$ cat config.mk
export PLATFORM = sky130hd
export DESIGN_NAME = vecmac_acc_stage
export DESIGN_NICKNAME = d
export VERILOG_FILES = /design/src/rtl/vecmac_acc_stage_pkg.sv /design/src/rtl/vecmac_res_fifo.sv /design/src/rtl/vecmac_acc_stage.sv
export SDC_FILE = /design/constraint.sdc
export NUM_CORES = 1
export LEC_CHECK = 0
export BUFFER_PORTS_ARGS = -buffer_cell sky130_fd_sc_hd__buf_4
export CAP_MARGIN = 20
export CORE_MARGIN = 10
export CORE_UTILIZATION = 46
export DETAILED_ROUTE_END_ITERATION = 12
export GPL_TIMING_DRIVEN = 1
export PLACE_DENSITY_LB_ADDON = 0.15
export REMOVE_ABC_BUFFERS = 1
export SLEW_MARGIN = 20
export SYNTH_ARGS = -nofsm -noshare
export SYNTH_HDL_FRONTEND = slang
export SYNTH_SLANG_ARGS = --single-unit
$ cat constraint.sdc
create_clock -name clk -period 18.14 [get_ports clk]
set_clock_uncertainty 0.15 [all_clocks]
set_input_delay 1.814 -clock clk [delete_from_list [all_inputs] [get_ports clk]]
set_output_delay 1.814 -clock clk [all_outputs]
set_load 0.03 [all_outputs]
$ cat src/rtl/vecmac_acc_stage_pkg.sv
// ============================================================
// Package : vecmac_acc_stage_pkg
// Brief   : Shared widths, upstream latency and FSM encoding
// Revision: 1.0
// ============================================================
`default_nettype none

package vecmac_acc_stage_pkg;

    localparam int IN_W_DEF   = 18;
    localparam int ACC_W_DEF  = 32;
    // Latency of mul1x8x8_wallace; issue gating depends on it.
    localparam int UP_LAT_DEF = 5;

    typedef enum logic [0:0] {
        ST_IDLE  = 1'b0,
        ST_ACCUM = 1'b1
    } state_t;

endpackage

`default_nettype wire

$ cat src/rtl/vecmac_res_fifo.sv
// ============================================================
// Module  : vecmac_res_fifo
// Brief   : First-word-fall-through result FIFO with occupancy count
// Revision: 1.0
// ============================================================
`default_nettype none

module vecmac_res_fifo #(
    parameter int WIDTH = 33,
    parameter int DEPTH = 8
) (
    input  logic                       clk,
    input  logic                       rst,
    input  logic                       push,
    input  logic [WIDTH-1:0]           push_data,
    input  logic                       out_ready,
    output logic                       out_valid,
    output logic [WIDTH-1:0]           out_data,
    output logic [$clog2(DEPTH):0]     count,
    output logic                       drop
);

    localparam int AW = $clog2(DEPTH);

    logic [WIDTH-1:0] r_mem [DEPTH];
    logic [AW-1:0]    r_wr_ptr;
    logic [AW-1:0]    r_rd_ptr;
    logic [AW:0]      r_count;

    logic w_pop;
    logic w_full;
    logic w_push_ok;

    // A pop in the same cycle frees the slot, so a full FIFO still accepts.
    assign w_pop     = (r_count != '0) && out_ready;
    assign w_full    = (r_count == (AW+1)'(DEPTH));
    assign w_push_ok = push && (!w_full || w_pop);

    assign drop      = push && !w_push_ok;
    assign count     = r_count;
    assign out_valid = (r_count != '0);
    assign out_data  = out_valid ? r_mem[r_rd_ptr] : '0;

    always_ff @(posedge clk) begin
        if (rst) begin
            r_wr_ptr <= '0;
            r_rd_ptr <= '0;
            r_count  <= '0;
        end else begin
            if (w_push_ok) begin
                r_wr_ptr <= r_wr_ptr + AW'(1);
            end
            if (w_pop) begin
                r_rd_ptr <= r_rd_ptr + AW'(1);
            end
            case ({w_push_ok, w_pop})
                2'b10:   r_count <= r_count + (AW+1)'(1);
                2'b01:   r_count <= r_count - (AW+1)'(1);
                default: r_count <= r_count;
            endcase
        end
    end

    always_ff @(posedge clk) begin
        if (w_push_ok) begin
            r_mem[r_wr_ptr] <= push_data;
        end
    end

endmodule

`default_nettype wire

$ cat src/rtl/vecmac_acc_stage.sv
// ============================================================
// Module  : vecmac_acc_stage
// Brief   : Dot-product accumulator behind the Wallace multiplier stage
// Revision: 1.0
// ============================================================
`default_nettype none

module vecmac_acc_stage
    import vecmac_acc_stage_pkg::*;
#(
    parameter int IN_W       = IN_W_DEF,
    parameter int ACC_W      = ACC_W_DEF,
    parameter int LEN_W      = 16,
    parameter int FIFO_DEPTH = 8,
    parameter int UP_LAT     = UP_LAT_DEF
) (
    input  logic             clk,
    input  logic             rst,
    input  logic [LEN_W-1:0] cfg_len,
    input  logic             in_valid,
    input  logic [IN_W-1:0]  in_sum,
    output logic             issue_ok,
    output logic             out_valid,
    input  logic             out_ready,
    output logic [ACC_W-1:0] out_acc,
    output logic             out_sat,
    output logic             err_drop,
    output logic             busy
);

    localparam int SUM_W = ACC_W + 1;
    localparam int CW    = $clog2(FIFO_DEPTH) + 1;

    state_t           r_state;
    state_t           w_state_nxt;
    logic [ACC_W-1:0] r_acc;
    logic             r_sat;
    logic [LEN_W-1:0] r_len;
    logic [LEN_W-1:0] r_cnt;
    logic             r_err_drop;

    logic [ACC_W-1:0] w_in_ext;
    logic [SUM_W-1:0] w_sum;
    logic [ACC_W-1:0] w_add_acc;
    logic             w_add_sat;
    logic [LEN_W-1:0] w_len_cfg;
    logic [LEN_W-1:0] w_cnt_inc;
    logic             w_push;
    logic [ACC_W-1:0] w_push_acc;
    logic             w_push_sat;
    logic             w_load;
    logic             w_step;
    logic             w_drop;
    logic [ACC_W:0]   w_head;
    logic [CW-1:0]    w_count;

    // One extra bit catches the carry; overflow clamps and marks the group.
    always_comb begin
        w_in_ext  = ACC_W'(in_sum);
        w_sum     = SUM_W'(r_acc) + SUM_W'(in_sum);
        w_add_acc = w_sum[ACC_W] ? '1 : w_sum[ACC_W-1:0];
        w_add_sat = r_sat | w_sum[ACC_W];
        w_len_cfg = (cfg_len == '0) ? LEN_W'(1) : cfg_len;
        w_cnt_inc = r_cnt + LEN_W'(1);
    end

    always_ff @(posedge clk) begin
        if (rst) begin
            r_state <= ST_IDLE;
        end else begin
            r_state <= w_state_nxt;
        end
    end

    always_comb begin
        w_state_nxt = r_state;
        w_push      = 1'b0;
        w_push_acc  = w_add_acc;
        w_push_sat  = w_add_sat;
        w_load      = 1'b0;
        w_step      = 1'b0;
        case (r_state)
            ST_IDLE: begin
                if (in_valid) begin
                    if (w_len_cfg == LEN_W'(1)) begin
                        w_push     = 1'b1;
                        w_push_acc = w_in_ext;
                        w_push_sat = 1'b0;
                    end else begin
                        w_load      = 1'b1;
                        w_state_nxt = ST_ACCUM;
                    end
                end
            end
            ST_ACCUM: begin
                if (in_valid) begin
                    if (w_cnt_inc == r_len) begin
                        w_push      = 1'b1;
                        w_state_nxt = ST_IDLE;
                    end else begin
                        w_step = 1'b1;
                    end
                end
            end
            default: w_state_nxt = ST_IDLE;
        endcase
    end

    always_ff @(posedge clk) begin
        if (rst) begin
            r_acc      <= '0;
            r_sat      <= 1'b0;
            r_len      <= '0;
            r_cnt      <= '0;
            r_err_drop <= 1'b0;
        end else begin
            if (w_load) begin
                r_acc <= w_in_ext;
                r_sat <= 1'b0;
                r_len <= w_len_cfg;
                r_cnt <= LEN_W'(1);
            end
            if (w_step) begin
                r_acc <= w_add_acc;
                r_sat <= w_add_sat;
                r_cnt <= w_cnt_inc;
            end
            if (w_drop) begin
                r_err_drop <= 1'b1;
            end
        end
    end

    vecmac_res_fifo #(
        .WIDTH (ACC_W + 1),
        .DEPTH (FIFO_DEPTH)
    ) u_res_fifo (
        .clk       (clk),
        .rst       (rst),
        .push      (w_push),
        .push_data ({w_push_sat, w_push_acc}),
        .out_ready (out_ready),
        .out_valid (out_valid),
        .out_data  (w_head),
        .count     (w_count),
        .drop      (w_drop)
    );

    // Leaves room for every beat already launched into the multiplier.
    assign issue_ok = (w_count <= CW'(FIFO_DEPTH - 1 - UP_LAT));
    assign out_acc  = w_head[ACC_W-1:0];
    assign out_sat  = w_head[ACC_W];
    assign err_drop = r_err_drop;
    assign busy     = (r_state == ST_ACCUM);

endmodule

`default_nettype wire

==> metrics.md, run 1 <==
| Metric | Value |
|---|---|
| Slew @ Worst Pin | 1.07 ns |
| Pre-CTS setup slack | 12.38 ns |
| Initial DRC Count | 706 |
| Mapped cell area | 15800 µm² |
| Syn avg cell area | 13.0 µm² |
| CP startpoint kind | input port |
| Crit path capture type | flip-flop |
| Number of flops mapped to enable cells by yosys | 264 |
| Initial antenna violation count | 0 |
| Fill count | ~2.9k |
| Clock buffer count from CTS | 37 |
| Fin. Hold Viols | 0 |
| DIE WIDTH | about 210 µm |
| DP Wirelength | between 20000 and 25000 µm |
| Clk root buf | clkbuf_16 |
| Asr flop ratio synth | 0% |
| Vias/cell | roughly 5.7 |
| Worst VDD drop | 0.0730 mV |
| Sequential cell area fraction in the yosys report | 60.3% |
| Clock latency on the worst-skew pair | 0.52 ns |
| Post-Route WL | 36600 µm |
| Hold Path Class | reg2reg |
| Initial core utilization | 46.9% |
| Req. time, crit path | between 15 and 20 ns |
| Critical Path Fanout Max | 27 |
| Clock Sinks | 344 |
| Most common cell in the synthesized netlist | edfxtp_1 |
| Htree depth | 2 |
| Drt pass-1 iters | 5 |
| Fmax | 0.186 GHz |
| Grt ovf | 0 |
| Post-Route Utilization | 53.4% |
| Io pins | 75 |
| Std-Cell Core Area | ~34000 µm² |
| ANT nets after route | 0 |
| Instance count of the mapped netlist | around 1.2k |
| Final hold slack | 0.309 ns |
| Crit path kind | in2reg |
| Fin. max-slew vios | 0 |
| Post-cts sizing count | 0 |
| Period minus WS final | 5.37 ns |
| Slowest-stage cell, CP | a31oi_1 |
| IO Port Bufs | 74 |
| Post-CTS Setup Inserts | 0 |
| Clk slew on worst S/H paths | 0.06 ns |
| CP top delay family | simple AND/OR/NAND/NOR gates |
| Die area | 42200 µm² |
| Slew Limit Headroom | 28.7% |
| Area Growth Syn to Fin | 13.9% |
| Unrepaired setup endpoints after global routing | no |
| GRT met1 Usage | between 20% and 30% |
| Synth cell count leaders | 264 x edfxtp_1, 117 x nor2_1, 98 x nand2_1 |
| P per Cell Area | around 120 nW/µm² |
| Clock Path Buffers | 3 |
| Number of global-route vias before repair | 10.3k |
| Std-Cell Rows | 67 |
| CTS Hold Bufs | 0 |
| Pin count of the biggest net entering global routing | 83 |
| GR Util All Layers | approximately 17% |
| Synth unique cells | 73 |
| Synth warn | 0 |
| Crit path DAT | between 5 and 6 ns |
| Setup TNS | 0 ns |
| Status | finished clean |
| Static leakage | a little over 6 nW |
| Fin crit share | just under 30% |
| DRC Markers | 0 |
| Antenna diodes | 0 |
| Final worst setup slack | 12.77 ns |
| CP Cell Sequence | buf_4 > ha_1 > and2_1 > nand4_1 > nor4b_1 > nor3_1 > o311ai_0 > nand3_1 > buf_4 > a31oi_1 |
| Max-cap check violation count | 0 |
| Final instance area | 18000 µm² |
| Nets@finish | around 1.3k |
| Most frequent CP cell | buf_4 |
| First-pass GRT wire length | 57900 µm |
| # setup viols final | 0 |
| #FFs+latches synth | 344 |
| Crit-path max cell delay | 0.60 ns |
| Die height | 205 µm |
| Yosys top cell by area | edfxtp_1 |
| Top_reg_cell synth | edfxtp_1 |
| Wire length per cell | 20.9 µm |
| CTS tree | yes |
| Top cell type's share of synthesized area | 50.1% |
| Final GP Congestion | 0.837 |
| Total number of vias | about 10k |
| Met2 usage in global routing | between 20% and 30% |
| Layout cells sized above 1 | 18.6% |
| Placement Cell Area | 16800 µm² |
| Top Usage Layer GRT | met2 |
| Main area contributors after synthesis | edfxtp_1 50%, dfxtp_1 10%, mux4_2 9.4%, mux2i_1 3.0%, nor2_1 2.8% |
| M3 GR Usage | under 10% |
| Worst Path Buf+Inv | 2 |
layer usage:
metal  routed length [µm]  vias up
met1                16900     5044
met2                17800      191
met3                 1330       40
met5                    0        -
li1                     -     4751
met4                  551        0
logic make-up after synthesis:
family                   after synthesis  share of synthesized area, %
AO/OA/AOI/OAI                        225                          8.86
flip-flops                           344                          60.3
adder cells (fa/ha/maj)               25                          2.07
XOR/XNOR                              42                          2.33
buffers and inverters                 95                          2.56
multiplexers                         113                          12.4
AND/OR/NAND/NOR                      373                          11.5
metrics by stage:
| step | cells | power (mW) |
|---|---|---|
| 2_1_floorplan | 1140 | 1.33 |
| 3_3_place_gp | 1678 | 1.51 |
| 3_5_place_dp | 1679 | 1.53 |
| 4_1_cts | 1747 | 2.26 |
| 5_1_grt | 1748 | 2.34 |
| 6_report | 1748 | 2.23 |
cell usage in the layout (no fill, tap or decap), types with 5 or more instances in the layout:
cell type	synthesis	final
a211oi_1	9	9
a21o_1	10	10
a21oi_1	83	83
a22oi_1	15	15
a31oi_1	23	23
and2_0	5	5
and2_1	12	12
and3_1	11	11
buf_4	1	90
clkbuf_1	47	10
clkbuf_16	0	39
clkbuf_8	0	6
clkinv_2	0	7
dfxtp_1	80	77
edfxtp_1	264	264
ha_1	23	23
inv_1	18	18
mux2i_1	47	47
mux4_2	66	66
nand2_1	98	98
nand3_1	28	28
nand3b_1	5	5
nand4_1	17	17
nor2_1	117	115
nor2b_1	6	6
nor3_1	24	22
nor4_1	9	8
o21ai_0	40	40
o311ai_0	5	5
or3_1	8	8
xnor2_1	27	27
xor2_1	15	15
cell type report:
| type | instances | area (µm²) | share of cell area, % |
|---|---|---|---|
| flip-flops and latches | 344 | 9540 | 52.9 |
| multi-input cells | 778 | 5940 | 33.0 |
| clock buffers | 55 | 1100 | 6.09 |
| repair buffers | 92 | 714 | 3.97 |
| well taps | 448 | 561 | 3.11 |
| clock inverters | 13 | 97.6 | 0.542 |
| inverters | 18 | 67.6 | 0.375 |
state kept, by name (all words and copies together) (netlist names), named ones only:
name and cells:
r_cnt 16, u_res_fifo.r_rd_ptr 3, busy 1, u_res_fifo.r_wr_ptr 3, err_drop 1, r_len 16
r_sat 1, u_res_fifo.count 4, r_acc 32, u_res_fifo.r_mem 264
power breakdown:
group	switching (mW)	internal, mW
logic	0.347	0.243
clock network	0.296	0.434
registers	0.0288	0.879
total	0.671	1.56
tightest hold or removal path, cell delays in order, from the launching register on:
cell and delay, ns:
dfxtp_1 0.31, nand2_1 0.05, a21oi_1 0.05
path summary, 6_finish.rpt:
path	end	startpoint	slack (ns)	cells after the start
min reg2reg	r_acc[9]	r_acc[9]	0.31	2
max	u_res_fifo.r_mem[2][8]	in_sum[7]	12.77	10
max reg2reg	u_res_fifo.count[3]	r_cnt[0]	13.52	16
min	r_acc[9]	r_acc[9]	0.31	2
No activity file was read; power rests on OpenSTA's default activity.
==> run 2, diff against run 1 <==
Clock period 18.14 ns to 4.4 ns, I/O delays scaled along.
==> metrics.md, run 2 (synthesis results as in run 1) <==
| Metric | Value |
|---|---|
| Flop-to-flop setup slack | 0.36 ns (-13.16 ns) |
| CP startpoint kind | flip-flop |
| Static leakage | 6.26 nW (+1.0%) |
| Layout cells sized above 1 | 19.7% (+1.1 points) |
| Unrepaired setup endpoints after global routing | no |
| Power share of the clock group | 33.2% (+0.4 points) |
| Most common cell after layout, fill and taps aside | edfxtp_1 |
| Std-Cell Rows | 67 (unchanged) |
| IO Port Bufs | 74 (unchanged) |
| Total number of vias | 10.2k (+1.4%) |
| Fin. max-slew vios | 0 (unchanged) |
| Antenna diodes | 0 (unchanged) |
| Post-Route Utilization | 54.2% (+0.75 points) |
| Die area | 42200 µm² (unchanged) |
| Slew Limit Headroom | 33.9% (+5.2 points) |
| Clock latency on the worst-skew pair | 0.52 ns (about the same) |
| Placement Cell Area | 17000 µm² (+1.5%) |
| CP Launch Point | r_cnt[1] |
| Number of global-route vias before repair | 10.2k (-0.88%) |
| Crit path DAT | 4.28 ns (-1.16 ns) |
| Initial core utilization | 46.9% (unchanged) |
| DP Wirelength | 21900 µm (+2.5%) |
| DRC Markers | 0 (unchanged) |
| GR Util All Layers | 17.3% (-0.088 points) |
| R2R Path End | u_res_fifo.count[3] |
| Int Pwr | 6.43 mW (+310%) |
| Htree depth | 2 (unchanged) |
| Max-cap check violation count | 0 (unchanged) |
| Clock buffer count from CTS | 38 (+2.7%) |
| Max reg flops | 264 (unchanged) |
| Post-CTS Setup Inserts | 0 (unchanged) |
| Worst reg2reg path depth | 15 (-1) |
| Initial DRC Count | 754 (+6.8%) |
| DIE WIDTH | 205 µm (unchanged) |
| Critical R2R Launch | r_cnt[1] |
| Pin count of the biggest net entering global routing | 83 (unchanged) |
| Area Growth Syn to Fin | 15.5% |
| Sequential share of power | 41.0% (+0.2 points) |
| Die height | 205 µm (unchanged) |
| First-pass GRT wire length | 57400 µm (-0.73%) |
| Slew @ Worst Pin | 0.992 ns (-0.0747 ns) |
| Clk slew on worst S/H paths | 0.06 ns (about the same) |
| Post-Route WL | 36400 µm (-0.56%) |
| Critical Path Fanout Max | 7 (-74%) |
| Clock Sinks | 344 (unchanged) |
| # setup viols final | 0 (unchanged) |
| Fin crit share | 91.8% |
| P_sw | 2.80 mW (+320%) |
| Io pins | 75 (unchanged) |
| P per Cell Area | 505 nW/µm² (+310%) |
| Pwr Total | 9.22 mW (+310%) |
| Post-cts sizing count | 0 (unchanged) |
| Crit path kind | reg2reg |
| Fin. Hold Viols | 0 (unchanged) |
| CTS Hold Bufs | 0 (unchanged) |
| Crit path capture type | flip-flop |
| ANT nets after route | 0 (unchanged) |
| Registers with the most flip-flops | u_res_fifo.r_mem (264), r_acc (32) |
| Grt ovf | 0 (unchanged) |
| Initial antenna violation count | 0 (unchanged) |
| Period minus WS final | 4.04 ns |
| Reg with most FFs | u_res_fifo.r_mem |
| Hold Path Class | in2reg |
| Status | finished clean |
| CTS tree | yes |
| End of the critical path | u_res_fifo.count[3] |
| Wire length per cell | 20.6 µm (-1.5%) |
| Switch share | 30.3% (+0.18 points) |
| Comb power frac | 25.8% (-0.7 points) |
| Fmax | 0.248 GHz |
| Drt pass-1 iters | 6 (+1) |
| Std-Cell Core Area | 33700 µm² (unchanged) |
| Clock Path Buffers | 3 (unchanged) |
| Clk root buf | clkbuf_16 |
| Vias/cell | 5.76 (+0.38%) |
| Worst VDD drop | 0.353 mV (+380%) |
| Final GP Congestion | 0.822 (-1.8%) |
| Final instance area | 18300 µm² (+1.4%) |
| Most frequent cells in the layout | 264 x edfxtp_1, 115 x nor2_1, 98 x nand2_1, 97 x buf_4, 83 x a21oi_1 |
| Nets@finish | 1351 (+1.3%) |
| Req. time, crit path | 4.64 ns (-13.56 ns) |
-- run 2: changes by cell type in the layout (fill, tap and decap cells not counted), sizes merged --
cell / delta
clkinv: +1
bufinv: +1
clkbuf: -5
clkinvlp: +1
inv: +3
buf: +16
-- run 2: how the worst min path moves through the flow --
| stage | from | endpoint | slack (ns) | cells past startpoint |
|---|---|---|---|---|
| finish | cfg_len[2] | r_len[2] | 0.02 | 3 |
| global route | cfg_len[2] | r_len[2] | 0.02 | 3 |
| CTS | cfg_len[2] | r_len[2] | 0.003 | 3 |
| detailed placement | r_acc[14] | r_acc[14] | 0.30 | 2 |
| global placement | r_acc[14] | r_acc[14] | 0.29 | 2 |
| floorplan | r_acc[10] | r_acc[10] | 0.28 | 2 |
-- run 2: area by class of cell --
type	instances	area [µm²]
fillers	2855	15400
flip-flops and latches	344	9540
multi-input cells	778	5940
clock buffers	50	1050
repair buffers	108	948
well taps	448	561
clock inverters	19	166
inverters	18	67.6
-- run 2: metrics by stage --
stage	std cells	worst slack, ns	hold slack (ns)	TNS, ns
floorplan	1140	-2.25	0.280	-364.28
global placement	1696	0.412	0.294	0
detailed placement	1696	0.360	0.300	0
CTS	1765	0.334	0.00335	0
global route	1765	0.0866	0.0213	0
finish	1765	0.362	0.0214	0
-- run 2: metal layers --
metal | global-route usage [%] | share of wire, % | vias to the layer above
li1 | - | - | 4796
met1 | 23.8 | 46 | 5078
met5 | 0 | 0 | -
met2 | 28.6 | 48 | 233
met3 | 2.42 | 4.4 | 55
met4 | 4.15 | 1.7 | 0
-- run 2: worst max-delay path: stages (launching register included) --
cell and delay, ns:
dfxtp_1 0.43, ha_1 0.23, nand3_2 0.16, nor4_4 0.36, xnor2_1 0.13, a2111oi_2 0.44
o21a_1 0.18, a41oi_1 0.17, nand2_1 0.15, inv_1 0.07, ha_1 0.27, a21o_1 0.18
a21oi_1 0.26, or4_1 0.16, a21oi_1 0.06, or4_1 0.50
-- run 2: power by group through the flow --
| stage | Combinational [mW] | Clock [mW] | Sequential (mW) |
|---|---|---|---|
| 2_1_floorplan | 1.57 | 0 | 3.90 |
| 3_3_place_gp | 2.40 | 0 | 3.85 |
| 3_5_place_dp | 2.42 | 0 | 3.86 |
| 4_1_cts | 2.42 | 3.13 | 3.79 |
| 5_1_grt | 2.60 | 3.27 | 3.80 |
| 6_report | 2.38 | 3.06 | 3.78 |
